## config.mk

```make
export PLATFORM = sky130hd
export DESIGN_NAME = vreg_ramp_responder
export DESIGN_NICKNAME = d
export VERILOG_FILES = /design/src/rtl/pmu_vreg_pkg.sv /design/src/rtl/vreg_step_calc.sv /design/src/rtl/vreg_ramp_responder.sv
export SDC_FILE = /design/constraint.sdc
export NUM_CORES = 1
export LEC_CHECK = 0
export ABC_AREA = 1
export BUFFER_PORTS_ARGS = -buffer_cell sky130_fd_sc_hd__buf_4
export CORE_ASPECT_RATIO = 1.5
export CORE_MARGIN = 3
export CORE_UTILIZATION = 52
export CTS_CLUSTER_DIAMETER = 50
export CTS_CLUSTER_SIZE = 25
export DETAILED_ROUTE_END_ITERATION = 7
export PLACE_DENSITY = 0.7
export SYNTH_ARGS = -nofsm -noshare
export SYNTH_HDL_FRONTEND = slang
export SYNTH_HIERARCHICAL = 1
export SYNTH_SLANG_ARGS = --single-unit
```

## constraint.sdc

```tcl
create_clock -name clk -period 5.45 [get_ports clk]
set_clock_uncertainty 0.2 [all_clocks]
set_input_delay 1.09 -clock clk [delete_from_list [all_inputs] [get_ports clk]]
set_output_delay 1.09 -clock clk [all_outputs]
set_load 0.02 [all_outputs]
```

## src/rtl/pmu_vreg_pkg.sv

```systemverilog
// Shared types and constants for the regulator ramp responder: FSM states,
// status-bus bit positions and the packed status layout.
package pmu_vreg_pkg;

  localparam int VREG_LVL_W = 12;

  localparam int PG_BIT    = 15;
  localparam int RAMP_BIT  = 14;
  localparam int FAULT_BIT = 13;

  typedef enum logic [2:0] {
    ST_OFF    = 3'd0,
    ST_RAMP   = 3'd1,
    ST_SETTLE = 3'd2,
    ST_STABLE = 3'd3,
    ST_FAULT  = 3'd4
  } vreg_state_e;

  typedef struct packed {
    logic                  power_good;
    logic                  ramping;
    logic                  fault;
    logic                  rsvd;
    logic [VREG_LVL_W-1:0] level;
  } vreg_status_t;

endpackage

```

## src/rtl/vreg_step_calc.sv

```systemverilog
// Combinational next-level computation: direction, step clamped to the
// remaining distance, and the optional VREG_SOFTSTART_EN reduced step.
module vreg_step_calc
  import pmu_vreg_pkg::*;
#(
  parameter int STEP_MV = 10,
  parameter int VMAX_MV = 1200
) (
  input  logic [VREG_LVL_W-1:0] level,
  input  logic [VREG_LVL_W-1:0] target,
`ifdef VREG_SOFTSTART_EN
  input  logic                  soft_start,
`endif
  output logic [VREG_LVL_W-1:0] next_level
);

  localparam logic [VREG_LVL_W-1:0] STEP_L = VREG_LVL_W'(STEP_MV);
  localparam logic [VREG_LVL_W-1:0] VMAX_L = VREG_LVL_W'(VMAX_MV);
`ifdef VREG_SOFTSTART_EN
  localparam int                    SOFT_MV = (STEP_MV / 2 < 1) ? 1 : STEP_MV / 2;
  localparam logic [VREG_LVL_W-1:0] SOFT_L  = VREG_LVL_W'(SOFT_MV);
`endif

  logic                  up;
  logic [VREG_LVL_W-1:0] step;
  logic [VREG_LVL_W-1:0] diff;
  logic [VREG_LVL_W-1:0] delta;
  logic [VREG_LVL_W-1:0] raw;

  always_comb begin
    step = STEP_L;
`ifdef VREG_SOFTSTART_EN
    if (soft_start) step = SOFT_L;
`endif
    up    = (target > level);
    diff  = up ? (target - level) : (level - target);
    // Clamping to the remaining distance means neither overshoot nor wrap.
    delta = (diff < step) ? diff : step;
    raw   = up ? (level + delta) : (level - delta);
    next_level = (raw > VMAX_L) ? VMAX_L : raw;
  end

endmodule

```

## src/rtl/vreg_ramp_responder.sv

```systemverilog
// Regulator-side responder: slews the DAC level toward the registered mV target.
// Optional soft-start on the first ramp out of OFF: define VREG_SOFTSTART_EN.
//
// state  | meaning
// OFF    | rail off, level 0, waiting for a legal non-zero target
// RAMP   | stepping level toward target every STEP_CYCLES
// SETTLE | at target, counting SETTLE_CYCLES before power-good
// STABLE | at target, power-good asserted
// FAULT  | illegal target seen, level frozen until a legal target
module vreg_ramp_responder
  import pmu_vreg_pkg::*;
#(
  parameter int STEP_MV       = 10,
  parameter int STEP_CYCLES   = 4,
  parameter int SETTLE_CYCLES = 16,
  parameter int VMIN_MV       = 500,
  parameter int VMAX_MV       = 1200,
  parameter int RESET_MV      = 0
) (
  input  logic                  clk,
  input  logic                  rstn,
  input  logic [15:0]           vreg_ctrl,
  output logic [15:0]           vreg_status,
  output logic [VREG_LVL_W-1:0] dac_code,
  output logic                  busy
);

  localparam int                    TMR_W         = 16;
  localparam logic [TMR_W-1:0]      STEP_RELOAD   = TMR_W'(STEP_CYCLES - 1);
  localparam logic [TMR_W-1:0]      SETTLE_RELOAD = TMR_W'(SETTLE_CYCLES - 1);
  localparam logic [15:0]           VMIN_T        = 16'(VMIN_MV);
  localparam logic [15:0]           VMAX_T        = 16'(VMAX_MV);
  localparam logic [VREG_LVL_W-1:0] RESET_LVL     = VREG_LVL_W'(RESET_MV);

  vreg_state_e           state_q, state_d;
  logic [TMR_W-1:0]      step_tmr_q, step_tmr_d;
  logic [TMR_W-1:0]      settle_tmr_q, settle_tmr_d;
  logic [VREG_LVL_W-1:0] level_q, level_d;
  logic [15:0]           target_q, tgt_prev_q;
  logic [VREG_LVL_W-1:0] tgt_lvl;
  logic [VREG_LVL_W-1:0] next_level;
  logic                  tgt_legal;
  logic                  tgt_chg;
  vreg_status_t          status;

  assign tgt_lvl   = target_q[VREG_LVL_W-1:0];
  assign tgt_legal = (target_q[15:12] == 4'd0) &&
                     ((target_q == 16'd0) || ((target_q >= VMIN_T) && (target_q <= VMAX_T)));
  assign tgt_chg   = (target_q != tgt_prev_q);

`ifdef VREG_SOFTSTART_EN
  logic soft_q;
  logic soft_active;

  // Soft-start only applies to a ramp that begins from a fully discharged rail.
  always_ff @(posedge clk or negedge rstn) begin
    if (!rstn) begin
      soft_q <= 1'b0;
    end else if (state_q == ST_OFF && state_d == ST_RAMP) begin
      soft_q <= (level_q == '0);
    end else if (state_d != ST_RAMP) begin
      soft_q <= 1'b0;
    end
  end

  assign soft_active = soft_q && (level_q < VMIN_T[VREG_LVL_W-1:0]);
`endif

  vreg_step_calc #(
    .STEP_MV (STEP_MV),
    .VMAX_MV (VMAX_MV)
  ) u_step_calc (
    .level      (level_q),
    .target     (tgt_lvl),
`ifdef VREG_SOFTSTART_EN
    .soft_start (soft_active),
`endif
    .next_level (next_level)
  );

  always_ff @(posedge clk or negedge rstn) begin
    if (!rstn) begin
      state_q      <= ST_OFF;
      step_tmr_q   <= '0;
      settle_tmr_q <= '0;
      level_q      <= RESET_LVL;
      target_q     <= '0;
      tgt_prev_q   <= '0;
    end else begin
      state_q      <= state_d;
      step_tmr_q   <= step_tmr_d;
      settle_tmr_q <= settle_tmr_d;
      level_q      <= level_d;
      target_q     <= vreg_ctrl;
      tgt_prev_q   <= target_q;
    end
  end

  always_comb begin
    state_d      = state_q;
    step_tmr_d   = step_tmr_q;
    settle_tmr_d = settle_tmr_q;
    level_d      = level_q;
    case (state_q)
      ST_OFF: begin
        if (!tgt_legal) begin
          state_d = ST_FAULT;
        end else if (target_q != 16'd0) begin
          state_d    = ST_RAMP;
          step_tmr_d = STEP_RELOAD;
        end
      end
      ST_RAMP: begin
        if (!tgt_legal) begin
          state_d = ST_FAULT;
        end else if (tgt_chg) begin
          step_tmr_d = STEP_RELOAD;
        end else if (step_tmr_q == '0) begin
          step_tmr_d = STEP_RELOAD;
          level_d    = next_level;
          if (next_level == tgt_lvl) begin
            state_d      = (tgt_lvl == '0) ? ST_OFF : ST_SETTLE;
            settle_tmr_d = SETTLE_RELOAD;
          end
        end else begin
          step_tmr_d = step_tmr_q - 1'b1;
        end
      end
      ST_SETTLE: begin
        if (!tgt_legal) begin
          state_d = ST_FAULT;
        end else if (tgt_chg) begin
          state_d    = ST_RAMP;
          step_tmr_d = STEP_RELOAD;
        end else if (settle_tmr_q == '0) begin
          state_d = ST_STABLE;
        end else begin
          settle_tmr_d = settle_tmr_q - 1'b1;
        end
      end
      ST_STABLE: begin
        if (!tgt_legal) begin
          state_d = ST_FAULT;
        end else if (tgt_chg) begin
          state_d    = ST_RAMP;
          step_tmr_d = STEP_RELOAD;
        end
      end
      ST_FAULT: begin
        if (tgt_legal) begin
          if (target_q == 16'd0 && level_q == '0) begin
            state_d = ST_OFF;
          end else begin
            state_d    = ST_RAMP;
            step_tmr_d = STEP_RELOAD;
          end
        end
      end
      default: state_d = ST_OFF;
    endcase
  end

  always_comb begin
    status            = '0;
    status.power_good = (state_q == ST_STABLE);
    status.ramping    = (state_q == ST_RAMP);
    status.fault      = (state_q == ST_FAULT);
    status.level      = level_q;
  end

  assign vreg_status = status;
  assign dac_code    = level_q;
  assign busy        = (state_q == ST_RAMP) || (state_q == ST_SETTLE);

endmodule

```

==> run metrics, run 1 <==
status complete, but fails checks; failing checks negative setup slack; Mapped Area 7201 µm²; Seq. cell area ~2000 µm²; Final nets 1,351; Post-Synth Simple-Gate Area 43.16%; sequential-to-total area share from yosys stat 27.45%; clock-pin slew on the worst setup and hold paths 60 ps; r2r startpoint target_q[0]; row cnt 52; CTS tree yes; port bufs 45; average routed wire per standard cell 14.86 µm; flip-flop and latch count after synthesis 79; Min-Delay Path Class register to register; CP arrival 6130 ps; Post-CTS Hold Buffers 0; Worst-Margin Slew 908.2 ps; Synth Net Count 1,168; remaining global-route overflow 0; Yosys warnings 6; CTS sink cnt 79; total global-route track usage 28.95%; Min Hold Slack 207.9 ps; DR iter-0 viols 428; Cell Pwr Density roughly 230 nW/µm²; final worst-path setup slack -652.6 ps; Residual DRC 0; pin count of the biggest net entering global routing 42; worst-skew pair later-pin latency about 340 ps; multi-input logic area approximately 4900 µm²; main combinational cell family by area after synthesis simple AND/OR/NAND/NOR gates; Sum Neg Setup Slack -11,370 ps; Worst EP required 5470 ps; Die W a little over 100 µm; syn avg cell area 6.493 µm²; Setup crit end kind register; top_reg_cell synth dfrtp_1; CTS root buf clkbuf_16; post-route clock period utilization 112.0%; Synth-to-Final Area Change 34.63%; Final Core Density 71.63%; Synth top area share between 20% and 30%; post-route ant nets 0; antenna diode count 0; Synth Area in Adders 7.437%; RR Endpoint settle_tmr_q[2]; Filler cells 1,141; RSZ-0062 raised after global routing yes; Max-Cap Viols 0; crit path max-delay cell type dfrtp_2; via count 7,596; Worst Hold Path EP tgt_prev_q[15]; Synth Instances 1,109; I/O pin total 47; CP max stage delay 430 ps; H-tree depth 3; Final setup viols 18; fmax around 160 MHz; min cycle time layout roughly 6000 ps; mux share of post-synthesis cell area 0%; Die Y 150.1 µm; Critical Path Fanout Max 8; Synth async-reset ratio between 90% and 100%; crit path kind register to register; Starting Density 53.21%; Hold Violations, Final 0; FF-to-FF path depth between 40 and 50; hpwl dp between 15,000 and 20,000 µm; pre-CTS setup slack -783.0 ps; max-slew violation count 0; first-pass GRT wire length 35,050 µm; Core Area 13,530 µm²; R2R Setup Slk -650 ps; startpoint types register; CTS buffer count 9; Slew Limit Headroom 39.28%; die area approximately 15,000 µm²; share of layout cells above drive strength 1 30.92%; initial antenna violation count 0; Area contributors post-synth dfrtp_1 27%, nand2_1 20%, inv_1 7.9%; largest area contributor in the netlist dfrtp_1; gpl congestion 0.9816; Post-synth EDFFs 0; via-per-instance ratio approximately 5.2; VDD IR-drop max 0.2439 mV; Yosys cell types 43; vias in the first global route about 7,600; Bufs on Longest Clock Path 2; Synth Area in Compound Gates approximately 4.4%; Buf/Inv on CP 8; hold depth 0; min-delay src target_q[15]; TritonRoute pass-1 iters 5; final WL 21,670 µm; P_leak 5.195 nW; post-synthesis xor/xnor area fraction 5.230%; CP delay by family, top simple AND/OR/NAND/NOR gates
-- how the worst max path moves through the flow --
stage	start	endpoint	slack, ps	cells past startpoint
after floorplan	target_q[0]	settle_tmr_q[10]	-280	49
after global placement	dac_code[0]	settle_tmr_q[1]	-690	47
after detailed placement	dac_code[0]	settle_tmr_q[1]	-780	47
after CTS	target_q[0]	settle_tmr_q[4]	-480	49
after global routing	dac_code[7]	settle_tmr_q[4]	-1030	49
final	target_q[0]	settle_tmr_q[2]	-650	47
-- final cells by class --
type / instances / share of cell area (%)
timing repair buffer: 202 / 16.47
clock buffer: 11 / 2.504
clock inverter: 5 / 0.8389
multi-input combinational: 831 / 50.96
tap: 162 / 2.091
sequential: 79 / 20.53
inverter: 169 / 6.608
-- cell usage after synthesis, types with 4 or more instances --
library cell    n
nor3_1         11
o21ai_2         5
o21ai_1         6
inv_1         152
nor4_1          9
or2_2           6
a21oi_1        24
nor2_4          8
nand2_2         9
xnor2_1        23
buf_4          21
ha_1           38
dfrtp_1        79
nor2_2         12
nand3_2         4
nand3_1        95
buf_2           4
nand2_1       389
nand4_1        25
o21ai_0        14
nor2_1        106
xor2_1         20
inv_2          13
-- routing by layer --
metal | GRT usage, % | share of wire [%] | vias up
met5 | 0 | 0 | -
met1 | 29.91 | 36 | 3505
met4 | 20.62 | 7.7 | 0
li1 | - | - | 3805
met3 | 3.384 | 3.0 | 90
met2 | 52.67 | 53 | 196
-- state kept, by name (all words and copies together) (netlist names) --
register      flops
dac_code         12
settle_tmr_q     16
state_q           3
step_tmr_q       16
target_q         16
tgt_prev_q       16
-- cell families (layout without fill, tap and decap cells) --
logic type | Yosys count | in the layout
flip-flops | 79 | 79
AO/OA/AOI/OAI | 55 | 55
adder cells (fa/ha/maj) | 41 | 41
AND/OR/NAND/NOR | 688 | 690
other | 2 | 2
XOR/XNOR | 43 | 43
buffers and inverters | 201 | 387
-- stage by stage --
step | std cells | instance area, µm² | total power, mW
3_3_place_gp | 1413 | 8620 | 1.467
4_1_cts | 1455 | 9343 | 2.193
3_5_place_dp | 1413 | 8620 | 1.478
6_report | 1459 | 9694 | 2.224
2_1_floorplan | 1109 | 7311 | 1.251
5_1_grt | 1459 | 9694 | 2.364
-- cell usage in the layout (no fill, tap or decap), drive strengths merged --
| cell type | Yosys | routed |
|---|---|---|
| dfrtp | 79 | 79 |
| nand3 | 102 | 102 |
| xor2 | 20 | 20 |
| nand4 | 27 | 27 |
| nor2 | 127 | 127 |
| nand3b | 4 | 4 |
| fa | 3 | 3 |
| conb | 2 | 2 |
| nor4 | 9 | 9 |
| or2 | 6 | 6 |
| buf | 29 | 202 |
| o21a | 1 | 1 |
| clkinvlp | 0 | 1 |
| nand2 | 401 | 403 |
| a31o | 2 | 2 |
| inv | 166 | 166 |
| o21ai | 26 | 26 |
| bufinv | 0 | 2 |
| xnor2 | 23 | 23 |
| clkinv | 3 | 5 |
| nor3 | 12 | 12 |
| clkbuf | 3 | 11 |
| o2111ai | 1 | 1 |
| ha | 38 | 38 |
| a21oi | 24 | 24 |
| o22ai | 1 | 1 |
-- worst register-to-register path: cells and delay by family, from the launching register on --
kind | cells | cell delay [ps]
AND/OR/NAND/NOR | 30 | 3050
AO/OA/AOI/OAI | 3 | 330
buffers and inverters | 8 | 690
XOR/XNOR | 2 | 310
adder cells (fa/ha/maj) | 4 | 980
flip-flops | 1 | 430
-- what timing repair did --
item	in CTS	in global routing
gates resized for setup	45	75
endpoints found under the setup margin	18	28
setup buffers	23	6
pin swaps	34	49
cloned	3	0
-- power by group --
group / internal (mW) / switching, mW
clock: 0.414 / 0.237
sequential: 0.630 / 0.0505
combinational: 0.357 / 0.537
Note: power is estimated with default switching activity, not from simulation.
==> run 2, diff against run 1 <==
Clock period 5.45 ns to 5.4 ns, I/O delays scaled along.
==> run 2 against run 1 <==
The flow still finishes with violations (negative setup slack). Utilization is 0.42 points lower. Sequential power grew 0.9%. Cell count is essentially flat. Critical endpoint is now settle_tmr_q[14].
==> run metrics, run 2 (synthesis gave the netlist of run 1 again) <==
Min-Delay Path Class register to register; VDD IR-drop max 0.2205 mV; Die Y 150.1 µm; die area 15,320 µm²; CTS buffer count 9; TritonRoute pass-1 iters 4; first-pass GRT wire length around 35,000 µm; remaining global-route overflow 0; RR Endpoint settle_tmr_q[14]; port bufs 45; Starting Density 53.21%; vias in the first global route 7,615; pre-CTS setup slack -818.3 ps; startpoint types register; total global-route track usage 28.94%; clock-pin slew on the worst setup and hold paths 70 ps; antenna diode count 0; gpl congestion 0.9783; CTS tree yes; CTS sink cnt 79; Hold Violations, Final 0; Die W 102.1 µm; Bufs on Longest Clock Path 2; via count about 7,600; Max-Cap Viols 0; Worst Hold Path EP tgt_prev_q[13]; Core Area 13,530 µm²; FF-to-FF path depth 47; fmax approximately 160 MHz; Placed Cells 1,413; final WL 21,380 µm; final cell count without fillers 1,458; Critical Path Fanout Max 6; crit path max-delay cell type dfrtp_2; post-route ant nets 0; Post-CTS Hold Buffers 0; RSZ-0062 raised after global routing yes; min cycle time layout 6064 ps; Design Power 2.189 mW; Worst EP required 5480 ps; failing checks negative setup slack; most frequent cells in the layout 357 x nand2_1, 187 x buf_4, 142 x inv_1; min-delay src target_q[13]; average routed wire per standard cell approximately 15 µm; initial antenna violation count 0; CP arrival 6150 ps; Final Core Density 71.22%; pin count of the biggest net entering global routing 42; row cnt 52; DR iter-0 viols 346; Synth-to-Final Area Change 33.85%; max-slew violation count 0; hpwl dp 16,280 µm; H-tree depth 3; share of layout cells above drive strength 1 30.71%; status complete, but fails checks; leading cell type in the layout, fill and taps excluded nand2_1; CP max stage delay 400 ps; final worst-path setup slack -663.6 ps; P_leak around 5.2 nW; hold depth 0; Worst-Margin Slew 947.8 ps; R2R Setup Slk -660 ps; post-route clock period utilization 112.3%; r2r startpoint dac_code[0]; crit path kind register to register; Final nets around 1,400; via-per-instance ratio ~5.2; Setup crit end kind register; Residual DRC 0; Final setup viols 18; Slew Limit Headroom ~37%; CTS root buf clkbuf_16; Cell Pwr Density 227.2 nW/µm²; I/O pin total 47; worst-skew pair later-pin latency 350 ps
[run 2: where the power goes]
group	internal (mW)	leakage (nW)	switching (mW)	total, mW
registers	0.635	0.989	0.0509	0.686
clock network	0.322	0.144	0.272	0.594
logic	0.365	4.03	0.544	0.909
total	1.32	5.16	0.867	2.19
[run 2: what timing repair did]
action,in CTS,in global routing
setup buffers,20,8
hold endpoints to repair,0,0
gates resized for setup,52,65
endpoints found under the setup margin,19,28
pin swaps,40,52
gates cloned,3,0
[run 2: area by class of cell]
class                   instances  area, µm²
multi-input cells             831       4908
fillers                      1157       3895
flip-flops and latches         79       1992
repair buffers                201       1609
inverters                     169      640.6
clock buffers                   9      225.2
well taps                     162      202.7
clock inverters                 7      60.06
[run 2: worst max path at each step]
| stage | slack [ps] | from | cells after the start | to |
|---|---|---|---|---|
| 6_report | -660 | dac_code[0] | 47 | settle_tmr_q[14] |
| 5_1_grt | -960 | target_q[0] | 48 | settle_tmr_q[4] |
| 4_1_cts | -520 | target_q[0] | 48 | settle_tmr_q[11] |
| 3_5_place_dp | -820 | dac_code[0] | 48 | settle_tmr_q[11] |
| 3_3_place_gp | -720 | dac_code[0] | 47 | settle_tmr_q[1] |
| 2_1_floorplan | -330 | target_q[0] | 49 | settle_tmr_q[10] |
[run 2: critical path, delay by kind of cell, from the launching register on]
| family | cells | cell delay, ps |
|---|---|---|
| AND/OR/NAND/NOR | 30 | 2940 |
| adder cells (fa/ha/maj) | 4 | 1000 |
| flip-flops | 1 | 400 |
| buffers and inverters | 9 | 880 |
| AO/OA/AOI/OAI | 2 | 260 |
| XOR/XNOR | 2 | 310 |
[run 2: routing by layer]
metal | vias up | wire (µm) | share of wire, % | track usage, %
met5 | - | 0 | 0 | 0
met4 | 0 | 1396 | 6.5 | 16.81
met3 | 82 | 486 | 2.3 | 2.782
met2 | 150 | 11700 | 55 | 55.11
met1 | 3520 | 7802 | 36 | 29.77
li1 | 3801 | - | - | -
[run 2: metrics by stage]
| step | hold WS (ps) | TNS [ps] | cell area, µm² |
|---|---|---|---|
| floorplan | 173.7 | -4620 | 7311 |
| global placement | 179.9 | -12260 | 8632 |
| detailed placement | 196.1 | -14000 | 8632 |
| CTS | 211.8 | -8802 | 9320 |
| global route | 232.5 | -16740 | 9638 |
| finish | 212.4 | -11250 | 9638 |
